$ cat src/rtl/fmdll_pkg.sv
// Shared types and constants for the FMDLL divide-by-M sequencer.
package fmdll_pkg;

    localparam int FMDLL_MW  = 2;
    localparam int FMDLL_DCW = 6;

    typedef enum logic {
        ST_SETTLE = 1'b0,
        ST_TRACK  = 1'b1
    } fmdll_state_e;

    // Delay-line midpoint: the code the loop starts from after reset.
    function automatic int unsigned dl_code_mid(input int unsigned dcw);
        return 32'd1 << (dcw - 1);
    endfunction

endpackage

$ cat src/rtl/fmdll_mult_ctrl_if.sv
// Ratio-change request channel between a requester and the FMDLL sequencer.
interface fmdll_mult_ctrl_if
    import fmdll_pkg::*;
#(
    parameter int MW = FMDLL_MW
);
    logic [MW-1:0] m_req;
    logic          m_req_vld;
    logic          m_req_rdy;

    modport master (output m_req, output m_req_vld, input m_req_rdy);
    modport slave  (input m_req, input m_req_vld, output m_req_rdy);

endinterface

$ cat src/rtl/fmdll_wrap_cnt.sv
// Divide-by-M phase counter: counts 0..M-1 and flags the last phase.
module fmdll_wrap_cnt
    import fmdll_pkg::*;
#(
    parameter int MW = FMDLL_MW
) (
    input  logic          clk_ext,
    input  logic          rst_n,
    input  logic [MW-1:0] M,
    input  logic          load_zero,
    output logic [MW-1:0] M_counter,
    output logic          wrap_evt,
    output logic          wrap
);

    logic [MW-1:0] cnt_reg;
    logic [MW-1:0] cnt_next;
    logic [MW-1:0] m_last;
    logic          wrap_reg;

    always_comb begin
        m_last = M - MW'(1);
    end

    assign wrap_evt = (cnt_reg == m_last);

    always_comb begin
        cnt_next = cnt_reg + MW'(1);
        if (load_zero || wrap_evt) begin
            cnt_next = '0;
        end
    end

    always_ff @(posedge clk_ext or negedge rst_n) begin
        if (!rst_n) begin
            cnt_reg  <= '0;
            wrap_reg <= 1'b0;
        end else begin
            cnt_reg  <= cnt_next;
            wrap_reg <= wrap_evt;
        end
    end

    assign M_counter = cnt_reg;
    assign wrap      = wrap_reg;

endmodule

$ cat src/rtl/fmdll_mult_ctrl.sv
// FMDLL divide-by-M sequencer: glitch-free ratio changes at counter wraps,
// settle/track FSM stepping the delay-line code, and lock detection.
module fmdll_mult_ctrl
    import fmdll_pkg::*;
#(
    parameter int MW           = FMDLL_MW,
    parameter int DCW          = FMDLL_DCW,
    parameter int M_RST        = 1,
    parameter int SETTLE_WRAPS = 8,
    parameter int LOCK_WRAPS   = 4
) (
    input  logic               clk_ext,
    input  logic               rst_n,
    fmdll_mult_ctrl_if.slave   req_if,
    input  logic               up,
    input  logic               dn,
    output logic [MW-1:0]      M,
    output logic [MW-1:0]      M_counter,
    output logic               wrap,
    output logic [DCW-1:0]     dl_code,
    output logic               locked,
    output logic               settling
);

    localparam int SCW = (SETTLE_WRAPS > 1) ? $clog2(SETTLE_WRAPS) : 1;
    localparam int LCW = (LOCK_WRAPS > 1) ? $clog2(LOCK_WRAPS) : 1;

    localparam logic [DCW-1:0] CODE_MID    = DCW'(dl_code_mid(DCW));
    localparam logic [DCW-1:0] CODE_MAX    = '1;
    localparam logic [SCW-1:0] SETTLE_LAST = SCW'(SETTLE_WRAPS - 1);
    localparam logic [LCW-1:0] LOCK_LAST   = LCW'(LOCK_WRAPS - 1);
    localparam logic [MW-1:0]  M_RST_V     = MW'(M_RST);

    fmdll_state_e   state_reg, state_next;

    logic [MW-1:0]  m_reg, m_next;
    logic [MW-1:0]  m_pend_reg, m_pend_next;
    logic           pend_reg, pend_next;
    logic           rdy_reg, rdy_next;
    logic [DCW-1:0] code_reg, code_next;
    logic           locked_reg, locked_next;
    logic [SCW-1:0] settle_cnt_reg, settle_cnt_next;
    logic [LCW-1:0] lock_cnt_reg, lock_cnt_next;
    logic           prev_up_reg, prev_up_next;
    logic           prev_dn_reg, prev_dn_next;

    logic           wrap_evt;
    logic           accept;
    logic           apply;
    logic           ratio_chg;
    logic [MW-1:0]  m_req_clamp;
    logic           settle_evt;
    logic           track_evt;
    logic           step_up;
    logic           step_dn;

    fmdll_wrap_cnt #(
        .MW (MW)
    ) u_wrap_cnt (
        .clk_ext   (clk_ext),
        .rst_n     (rst_n),
        .M         (m_reg),
        .load_zero (ratio_chg),
        .M_counter (M_counter),
        .wrap_evt  (wrap_evt),
        .wrap      (wrap)
    );

    // A pending ratio can only be applied on the last divider phase, so the
    // divided clock always completes its current period before M changes.
    assign accept      = req_if.m_req_vld & rdy_reg;
    assign m_req_clamp = (req_if.m_req == '0) ? MW'(1) : req_if.m_req;
    assign apply       = wrap_evt & pend_reg;
    assign ratio_chg   = apply & (m_pend_reg != m_reg);

    always_ff @(posedge clk_ext or negedge rst_n) begin
        if (!rst_n) begin
            state_reg <= ST_SETTLE;
        end else begin
            state_reg <= state_next;
        end
    end

    always_comb begin
        state_next = state_reg;
        if (ratio_chg) begin
            state_next = ST_SETTLE;
        end else if (wrap_evt && (state_reg == ST_SETTLE) && (settle_cnt_reg == SETTLE_LAST)) begin
            state_next = ST_TRACK;
        end
    end

    always_comb begin
        settling   = (state_reg == ST_SETTLE);
        settle_evt = wrap_evt & settling & ~ratio_chg;
        track_evt  = wrap_evt & ~settling & ~ratio_chg;
    end

    // Saturated requests are not steps, so a loop pinned at a rail can lock.
    assign step_up = track_evt & up & ~dn & (code_reg != CODE_MAX);
    assign step_dn = track_evt & dn & ~up & (code_reg != '0);

    always_comb begin
        m_next          = m_reg;
        m_pend_next     = m_pend_reg;
        pend_next       = pend_reg;
        code_next       = code_reg;
        locked_next     = locked_reg;
        settle_cnt_next = settle_cnt_reg;
        lock_cnt_next   = lock_cnt_reg;
        prev_up_next    = prev_up_reg;
        prev_dn_next    = prev_dn_reg;

        if (accept) begin
            m_pend_next = m_req_clamp;
            pend_next   = 1'b1;
        end
        if (apply) begin
            pend_next = 1'b0;
        end

        if (ratio_chg) begin
            m_next          = m_pend_reg;
            locked_next     = 1'b0;
            lock_cnt_next   = '0;
            settle_cnt_next = '0;
            prev_up_next    = 1'b0;
            prev_dn_next    = 1'b0;
        end else if (settle_evt) begin
            settle_cnt_next = (settle_cnt_reg == SETTLE_LAST) ? '0 : settle_cnt_reg + SCW'(1);
            prev_up_next    = 1'b0;
            prev_dn_next    = 1'b0;
        end else if (track_evt) begin
            if (step_up) begin
                code_next = code_reg + DCW'(1);
            end else if (step_dn) begin
                code_next = code_reg - DCW'(1);
            end
            if (step_up || step_dn) begin
                lock_cnt_next = '0;
                if (locked_reg && ((step_up && prev_up_reg) || (step_dn && prev_dn_reg))) begin
                    locked_next = 1'b0;
                end
            end else if (lock_cnt_reg == LOCK_LAST) begin
                locked_next = 1'b1;
            end else begin
                lock_cnt_next = lock_cnt_reg + LCW'(1);
            end
            prev_up_next = step_up;
            prev_dn_next = step_dn;
        end

        rdy_next = ~pend_next;
    end

    always_ff @(posedge clk_ext or negedge rst_n) begin
        if (!rst_n) begin
            m_reg          <= M_RST_V;
            m_pend_reg     <= '0;
            pend_reg       <= 1'b0;
            rdy_reg        <= 1'b0;
            code_reg       <= CODE_MID;
            locked_reg     <= 1'b0;
            settle_cnt_reg <= '0;
            lock_cnt_reg   <= '0;
            prev_up_reg    <= 1'b0;
            prev_dn_reg    <= 1'b0;
        end else begin
            m_reg          <= m_next;
            m_pend_reg     <= m_pend_next;
            pend_reg       <= pend_next;
            rdy_reg        <= rdy_next;
            code_reg       <= code_next;
            locked_reg     <= locked_next;
            settle_cnt_reg <= settle_cnt_next;
            lock_cnt_reg   <= lock_cnt_next;
            prev_up_reg    <= prev_up_next;
            prev_dn_reg    <= prev_dn_next;
        end
    end

    assign req_if.m_req_rdy = rdy_reg;
    assign M                = m_reg;
    assign dl_code          = code_reg;
    assign locked           = locked_reg;

endmodule

$ cat src/flat_wrapper.sv
// flat-port wrapper written by rule: the top's interface ports become plain ports
module fmdll_mult_ctrl_flat import fmdll_pkg::*;
#(
    parameter int MW           = FMDLL_MW,
    parameter int DCW          = FMDLL_DCW,
    parameter int M_RST        = 1,
    parameter int SETTLE_WRAPS = 8,
    parameter int LOCK_WRAPS   = 4
)
  (clk_ext, rst_n, up, dn, M, M_counter, wrap, dl_code, locked, settling, req_if_m_req, req_if_m_req_vld, req_if_m_req_rdy);
  fmdll_mult_ctrl_if #(.MW(MW)) req_if_i ();
  input  logic clk_ext;
  input  logic rst_n;
  input  logic up;
  input  logic dn;
  output logic [MW-1:0] M;
  output logic [MW-1:0] M_counter;
  output logic wrap;
  output logic [DCW-1:0] dl_code;
  output logic locked;
  output logic settling;
  input wire logic [$bits(req_if_i.m_req)-1:0] req_if_m_req;
  input wire logic [$bits(req_if_i.m_req_vld)-1:0] req_if_m_req_vld;
  output wire logic [$bits(req_if_i.m_req_rdy)-1:0] req_if_m_req_rdy;
  assign req_if_i.m_req = req_if_m_req;
  assign req_if_i.m_req_vld = req_if_m_req_vld;
  assign req_if_m_req_rdy = req_if_i.m_req_rdy;
  fmdll_mult_ctrl #(.MW(MW), .DCW(DCW), .M_RST(M_RST), .SETTLE_WRAPS(SETTLE_WRAPS), .LOCK_WRAPS(LOCK_WRAPS)) u_core (.clk_ext(clk_ext), .rst_n(rst_n), .req_if(req_if_i), .up(up), .dn(dn), .M(M), .M_counter(M_counter), .wrap(wrap), .dl_code(dl_code), .locked(locked), .settling(settling));
endmodule
$ cat config.mk
export PLATFORM = sky130hd
export DESIGN_NAME = fmdll_mult_ctrl_flat
export DESIGN_NICKNAME = d
export VERILOG_FILES = /design/src/rtl/fmdll_pkg.sv /design/src/rtl/fmdll_mult_ctrl_if.sv /design/src/rtl/fmdll_wrap_cnt.sv /design/src/rtl/fmdll_mult_ctrl.sv /design/src/flat_wrapper.sv
export SDC_FILE = /design/constraint.sdc
export NUM_CORES = 1
export LEC_CHECK = 0
export ABC_AREA = 1
export CORE_MARGIN = 5
export CORE_UTILIZATION = 45
export CTS_BUF_LIST = sky130_fd_sc_hd__clkbuf_4 sky130_fd_sc_hd__clkbuf_8 sky130_fd_sc_hd__clkbuf_16
export CTS_CLUSTER_DIAMETER = 40
export DETAILED_ROUTE_END_ITERATION = 7
export PLACE_DENSITY_LB_ADDON = 0.2
export SYNTH_ARGS = -nofsm -noshare
export SYNTH_HDL_FRONTEND = slang
export SYNTH_SLANG_ARGS = --single-unit
export TNS_END_PERCENT = 30
$ cat constraint.sdc
create_clock -name clk_ext -period 5.3 [get_ports clk_ext]
set_input_delay 1.325 -clock clk_ext [delete_from_list [all_inputs] [get_ports clk_ext]]
set_output_delay 1.325 -clock clk_ext [all_outputs]
set_load 0.1 [all_outputs]
# Word level (Yosys, flattened, before mapping)
# Cells that the tools add are included.
[totals]
memories = 0
rom_bits = 0
ram_bits = 0
wordCells = 93
in_bits = 7
output_inout_bits = 14
ff_bits = 24
latch_bits = 0
[op_classes]
n_div = 0
reduce_logical = 19
n_mul = 0
n_bitwise = 19
magnitude_cmp = 0
addsub = 6
n_eq_ne = 8
n_mux = 28
shift = 0
[ops]
columns = ["op", "count"]
rows = [
  ["two-way mux 1 bit", 16],
  ["two-way mux 2 bit", 7],
  ["AND 1 bit", 13],
  ["two-way mux 6 bit", 2],
  ["two-way mux 3 bit", 3],
  ["AND reduction 4 bit", 2],
  ["nonzero test 2 bit", 4],
  ["adder 6 x 1 -> 6 bit (second input constant)", 1],
  ["inequality test 6 bit (second input constant)", 1],
  ["inverter 1 bit", 6],
  ["nonzero test 3 bit", 2],
  ["nonzero test 6 bit", 1],
  ["subtractor 6 x 1 -> 6 bit (second input constant)", 1],
  ["logical AND 1 bit", 5],
  ["adder 2 x 1 -> 2 bit (second input constant)", 2],
  ["adder 3 x 1 -> 3 bit (second input constant)", 1],
  ["== test 3 bit (second input constant)", 1],
  ["logical OR 1 bit", 3],
  ["inequality test 3 x 1 -> 1 bit (second input constant)", 1],
  ["inequality test 3 x 2 -> 1 bit (second input constant)", 1],
  ["AND reduction 3 bit", 1],
  ["== test 2 bit", 1],
  ["== test 2 bit (second input constant)", 1],
  ["zero test 2 bit", 1],
  ["other kinds (3)", 3],
]

# Depth between registers and ports, before layout
# Gate-level depths: netlist of run 1.
[depth]
depth_word = 17
ltp_mapped = 15

# Cells and area by module
# Synthesis of run 1 repeated with hierarchy kept, for this count alone.
[hier_totals]
cells_unflattened = 171
area_unflattened_um2 = 1361.3
[by_module_without_submodules]
columns = ["module", "instances", "cells_per_inst", "seq_area_each_um2", "area_per_inst_um2"]
rows = [
  ["fmdll_mult_ctrl", 1, 150, 528.0, 1209.9],
  ["fmdll_wrap_cnt", 1, 21, 75.1, 151.4],
]

# Worst setup path before layout of run 1
# Ideal clock, no wire load.
[synth_path]
kind = "input port to flip-flop"
startpoint = "input dn"
endpoint = "register u_core.code_reg[5], in the netlist u_core.dl_code[5]"
arrival_ns = 3.071
setup_ns = 0.076
required_time_ns = 5.224
setup_slack_ns = 2.152
cell_stages = 12
path_buffers = 0
path_cell_list = "inv_1 > nand2_1 > a21oi_1 > nand3_4 > ha_1 > a21oi_1 > nand2_1 > a21o_1 > a21oi_1 > nand2_2 > o21ai_2 > xor2_1"
[synth_via]
elab_chain_cells = 5
word_cells_on_any_way = 9
classes_between = "mux (1); bitwise (6); reduce/logical (2)"
[synth_rtl]
columns = ["item", "line", "source"]
rows = [
  ["from (decl)", "flat_wrapper.sv:15", "input logic dn;"],
  ["AND 1 bit / inverter 1 bit (equally long branches)", "fmdll_mult_ctrl.sv:101, fmdll_mult_ctrl.sv:100", ""],
  ["AND 1 bit (on tied branches) (2 in series)", "fmdll_mult_ctrl.sv:101, fmdll_mult_ctrl.sv:100", ""],
  ["nonzero test 2 bit (no line)", "-", ""],
  ["AND reduction 4 bit (no line)", "-", ""],
  ["to (signal assigned)", "fmdll_mult_ctrl.sv:173", "code_reg <= code_next;"],
  ["to (decl)", "fmdll_mult_ctrl.sv:40", "logic [DCW-1:0] code_reg, code_next;"],
]
# Several ways; a longest one is shown, not always the timed one.
# A chain may end at the register's enable or synchronous reset.

# Final worst setup path of run 1
[layout_path]
startpoint = "input up"
endpoint = "register u_core.code_reg[5], in the netlist u_core.dl_code[5]"
[layout_via]
elab_chain_cells = 5
word_cells_on_any_way = 9
classes_between = "mux (1); bitwise (6); reduce/logical (2)"
[layout_rtl]
columns = ["item", "line", "source"]
rows = [
  ["from (decl)", "flat_wrapper.sv:14", "input logic up;"],
  ["AND 1 bit / inverter 1 bit (equally long branches)", "fmdll_mult_ctrl.sv:100, fmdll_mult_ctrl.sv:101", ""],
  ["AND 1 bit (on tied branches) (2 in series)", "fmdll_mult_ctrl.sv:100, fmdll_mult_ctrl.sv:101", ""],
  ["nonzero test 2 bit (no line)", "-", ""],
  ["AND reduction 4 bit (no line)", "-", ""],
]
# Several ways; a longest one is shown, not always the timed one.

==> impl_results.md, run 1 <==
- Run status: completed
- HP Start: u_core.locked
- Wire per inst: 11.9 um
- Final HPWL DP: 2.08 mm
- Worst r2r dst: u_core.dl_code[5]
- Critical Path AT: 3.74 ns
- CTS root buffer: clkbuf_4
- Pin count of the biggest net entering global routing: 25
- Cells on Worst Hold Path: 2
- Post-cts resize count: 0
- Synthesis-stage register bit count: 24
- Crit path buf inv count: 1
- Drt via density: 4.97
- Num rows: 20
- Final slew viol count: 0
- Maxcap violations: 0
- Port-buffer cells: 20
- Max Buffers Root-to-Sink: 2
- Final period util: 0.657
- Average size of a mapped cell: 8.81 sq um
- Final setup violation count: 0
- Initial DRC Count: 56
- Post-Route WL: 2.69 mm
- Reg2Reg Launch Point: u_core.M[0]
- Mapped Nets: 175
- Number of global-route vias before repair: 1127
- Synth-to-Final Area Change: 20.5%
- Hold buffer count at cts: 0
- Critical Path Source Type: input pin
- Dominant cells by area after synthesis: dfrtp_1 (39%), nand2_1 (11%), ha_1 (6.2%)
- Initial Util: 0.466
- Remaining antenna violation count: 0
- RSZ-0062 raised after global routing: false
- Drt pass-1 iters: 4
- Count leader, synth: nand2_1
- Initial antenna violation count: 0
- DRC viols: 0
- Num CTS Buffers: 3
- RD Place Congestion: 0.774
- Nets: 198
- Chip height: 66.0 um
- Post-CTS setup buffer count: 0
- Reg2Reg Setup Slack: 2.62 ns
- Final Hold Fails: 0
- Ys async rst share: 1.00
- Post-synth top area share: 0.390
- Clock transition at path regs: 0.14 ns
- Worst hold path type: flop to flop
- GRT Overall Usage: 0.138
- WHS Endpoint: u_core.locked
- Clock Latency Late Sink: 0.32 ns
- Setup TNS: 0 ns
- I/O pin cnt: 21
- Max Clock Skew: 0.0125 ns
- First-pass GRT wire length: 4.71 mm
- Number of synthesized flops with an enable pin: 0
- FMAX: 287 MHz
- Critical path class: input pin to flop
- Htree depth: 1
- Worst EP required: 5.56 ns
- Synth cell count leaders: nand2_1 (43), dfrtp_1 (22), inv_1 (18)
- Headroom to the max-slew limit: 0.295
- GRT Residual Overflow: 0
- DR vias: 1123
- Die area: 4350 sq um
- Largest stage delay, worst path: 0.48 ns
- Critical path peak fanout: 8
- Slowest cell on crit path: clkdlybuf4s50_1
- Cell taking the most area after synthesis: dfrtp_1
- YS warnings: 0
- Post-Syn Area: 1410 sq um
- Cell family with most CP delay: compound AO/OA/AOI/OAI gates
- Share of the yosys chip area belonging to registers: 0.428
- Crit. End Element: flop
- Core Area: 3030 sq um
- Share of layout cells above drive strength 1: 0.154
- Crit-path cells: clkdlybuf4s50_1, nand2_1, a21oi_1, nand3_4, ha_1, a21oi_1, nand2_1, a21o_1, a21oi_1, nand2_2, o21ai_2, xor2_1
- Clock sinks: 24
- CTS tree: done
- CP dominant cell by count: a21oi_1
- FF-to-FF path depth: 13
- Die Wd: 66.0 um
- Antenna cell count: 0
- Unique masters post-synth: 28
- Minimum clock period: 3.48 ns
- Max reg flops: 6
- Cells after Synth: 160
- Worst slew pin tran: 1.05 ns
- Top FF cell, synth: dfrtp_1
==> routing by layer <==
metal,up-vias,global-route usage,part of all wire
met4,0,0.0381,0.0086
li1,561,-,-
met3,4,0.0340,0.048
met1,539,0.164,0.45
met2,19,0.245,0.50
met5,-,0,0
==> layout by cell type (no fill, tap or decap), types with 3 or more instances in the layout <==
cell type | netlist | routed
a21oi_1 | 6 | 6
clkbuf_4 | 0 | 3
clkdlybuf4s50_1 | 0 | 20
dfrtp_1 | 22 | 22
ha_1 | 7 | 7
inv_1 | 18 | 18
inv_2 | 4 | 4
nand2_1 | 43 | 43
nand2_4 | 3 | 3
nand3_1 | 10 | 10
nand3_2 | 3 | 3
nand4_1 | 3 | 3
nor2_1 | 8 | 8
o21ai_0 | 6 | 6
o21ai_1 | 3 | 3
o21ai_2 | 5 | 5
xor2_1 | 3 | 3
==> worst max-delay path by stage <==
stage	start	to	cells past startpoint
2_1_floorplan	dn	u_core.dl_code[5]	12
3_3_place_gp	up	u_core.dl_code[5]	12
3_5_place_dp	up	u_core.dl_code[5]	12
4_1_cts	up	u_core.dl_code[5]	12
5_1_grt	up	u_core.dl_code[5]	12
6_report	up	u_core.dl_code[5]	12
==> per-stage QoR <==
step | cell area (sq um) | worst slack (ns) | hold slack (ns) | util | cells
2_1_floorplan | 1410 | 2.15 | 0.446 | - | 160
3_3_place_gp | 1650 | 1.63 | 0.455 | 0.544 | 222
5_1_grt | 1700 | 1.69 | 0.530 | 0.561 | 226
3_5_place_dp | 1650 | 1.49 | 0.460 | 0.544 | 222
6_report | 1700 | 1.82 | 0.482 | 0.561 | 226
4_1_cts | 1700 | 1.81 | 0.492 | 0.561 | 226
==> logic make-up after synthesis <==
group | after synthesis | synth area share
and+or+nand+nor | 76 | 0.286
xor gates and xnor gates | 5 | 0.0311
buffers and inverters | 24 | 0.0719
DFF | 24 | 0.428
AOI/OAI and AO/OA | 23 | 0.107
adders and majority gates | 8 | 0.0763
==> cell type report <==
class,count,area [sq um]
inverters,22,82.6
multi-input cells,112,706
clock buffers,3,22.5
flip-flops and latches,24,603
clock inverters,1,30.0
repair buffers,20,200
well taps,44,55.1
fillers,286,1330
==> tightest hold or removal path, delay by kind of cell (launching register included) <==
kind	cells	cell delay, ns
flops	1	0.36
simple gates	2	0.09
Power of run 1 is not shown: default switching activity piles up to over one toggle a cycle in this logic, so the estimate is an artifact.
==> inputs of run 2 (changes only) <==
Clock period 5.3 ns to 3.54 ns, I/O delays scaled along.
==> impl_results.md, run 2 (synthesis results as in run 1) <==
- Port-buffer cells: 20
- Wire per inst: 11.8 um
- Die area: 4350 sq um
- Critical Path Source Type: input pin
- Critical path peak fanout: 8
- GRT Overall Usage: 0.142
- FMAX: 324 MHz
- Worst slew pin tran: 0.587 ns
- CTS tree: done
- RD Place Congestion: 0.767
- Worst EP required: 3.79 ns
- Initial Util: 0.466
- Synth-to-Final Area Change: 17.4%
- Max Buffers Root-to-Sink: 2
- Crit path buf inv count: 1
- Largest stage delay, worst path: 0.48 ns
- Critical path class: input pin to flop
- Clock transition at path regs: 0.13 ns
- Headroom to the max-slew limit: 0.607
- CP dominant cell by count: a21oi_1
- Remaining antenna violation count: 0
- Run status: completed
- Crit-path cells: clkdlybuf4s50_1, nand2_1, a21oi_1, nand3_4, ha_1, a21oi_1, nand2_1, a21o_1, a21oi_1, nand2_2, o21ai_2, xor2_1
- GRT Residual Overflow: 0
- Slowest cell on crit path: clkdlybuf4s50_1
- Drt via density: 4.89
- Share of layout cells above drive strength 1: 0.235
- Core Area: 3030 sq um
- Final Hold Fails: 0
- Max reg flops: 6
- Number of global-route vias before repair: 1183
- Final Cell Area: 1660 sq um
- CTS root buffer: clkbuf_4
- Initial DRC Count: 56
- Post-cts resize count: 0
- Cell Area, Placed: 1620 sq um
- Clock sinks: 24
- Most frequent cells in the layout: nand2_1 (43), dfrtp_1 (22), inv_1 (18)
- Crit. End Element: flop
- Num rows: 20
- Clock Latency Late Sink: 0.30 ns
- Most common cell after layout, fill and taps aside: nand2_1
- RSZ-0062 raised after global routing: false
- Initial antenna violation count: 0
- Placement Setup Slack: 0.133 ns
- DR vias: 1111
- Final slew viol count: 0
- Die Wd: 66.0 um
- Setup TNS: 0 ns
- Drt pass-1 iters: 4
- Post-CTS setup buffer count: 0
- Final period util: 0.873
- First-pass GRT wire length: 4.89 mm
- DRC viols: 0
- Worst hold path type: flop to flop
- Final HPWL DP: 2.15 mm
- FILL cells: 299
- Critical Path AT: 3.34 ns
- Max Clock Skew: 0.00703 ns
- Final WS setup: 0.449 ns
- Final setup violation count: 0
- Hold buffer count at cts: 0
- Post-Route WL: 2.68 mm
- Chip height: 66.0 um
- Reg2Reg Setup Slack: 0.88 ns
- Htree depth: 1
- Maxcap violations: 0
- I/O pin cnt: 21
- Antenna cell count: 0
- Cell family with most CP delay: compound AO/OA/AOI/OAI gates
- Minimum clock period: 3.09 ns
- Nets: 199
- Num CTS Buffers: 3
- Pin count of the biggest net entering global routing: 25
[run 2: cell count changes in the layout (fill, tap and decap cells not counted), sizes merged]
cell,previous run,this run
bufinv,1,0
clkbuf,3,4
clkdlybuf4s50,20,6
buf,0,15
[run 2: metal layers]
metal	GRT usage	wire length, um
met5	0	0
met4	0.0406	36
met3	0.0272	98
met2	0.264	1360
met1	0.163	1190
[run 2: worst paths after layout]
kind / start / to / cells past startpoint
setup reg to reg: u_core.M[0] / u_core.dl_code[5] / 13
max in group asynchronous: rst_n / u_core.M[0] / 2
hold reg to reg: u_core.locked / u_core.locked / 2
min in group asynchronous: rst_n / u_core.dl_code[2] / 2
setup / recovery: up / u_core.dl_code[5] / 12
hold / removal: u_core.locked / u_core.locked / 2
[run 2: area by class of cell]
cell class	instances	area (sq um)	area share
Clock buffer	4	36.3	0.0219
Inverter	22	82.6	0.0499
Multi-Input combinational cell	112	706	0.426
Sequential cell	24	603	0.364
Tap cell	44	55.1	0.0333
Timing Repair Buffer	21	173	0.104
[run 2: per-stage QoR]
step	cells	hold slack (ns)	util
after CTS	227	0.493	0.547
after global placement	223	0.456	0.535
after global routing	227	0.520	0.547
after detailed placement	223	0.461	0.535
after floorplan	160	0.446	-
final	227	0.490	0.547
[run 2: worst register-to-register path, delay by kind of cell (launching register included)]
family / cells / cell delay, ns
AND/OR/NAND/NOR: 6 / 0.78
buffers and inverters: 1 / 0.06
flip-flops: 1 / 0.59
AO/OA/AOI/OAI: 4 / 0.64
XOR/XNOR: 1 / 0.16
adder cells (fa/ha/maj): 1 / 0.37
Power of run 2 is left out for the same reason.
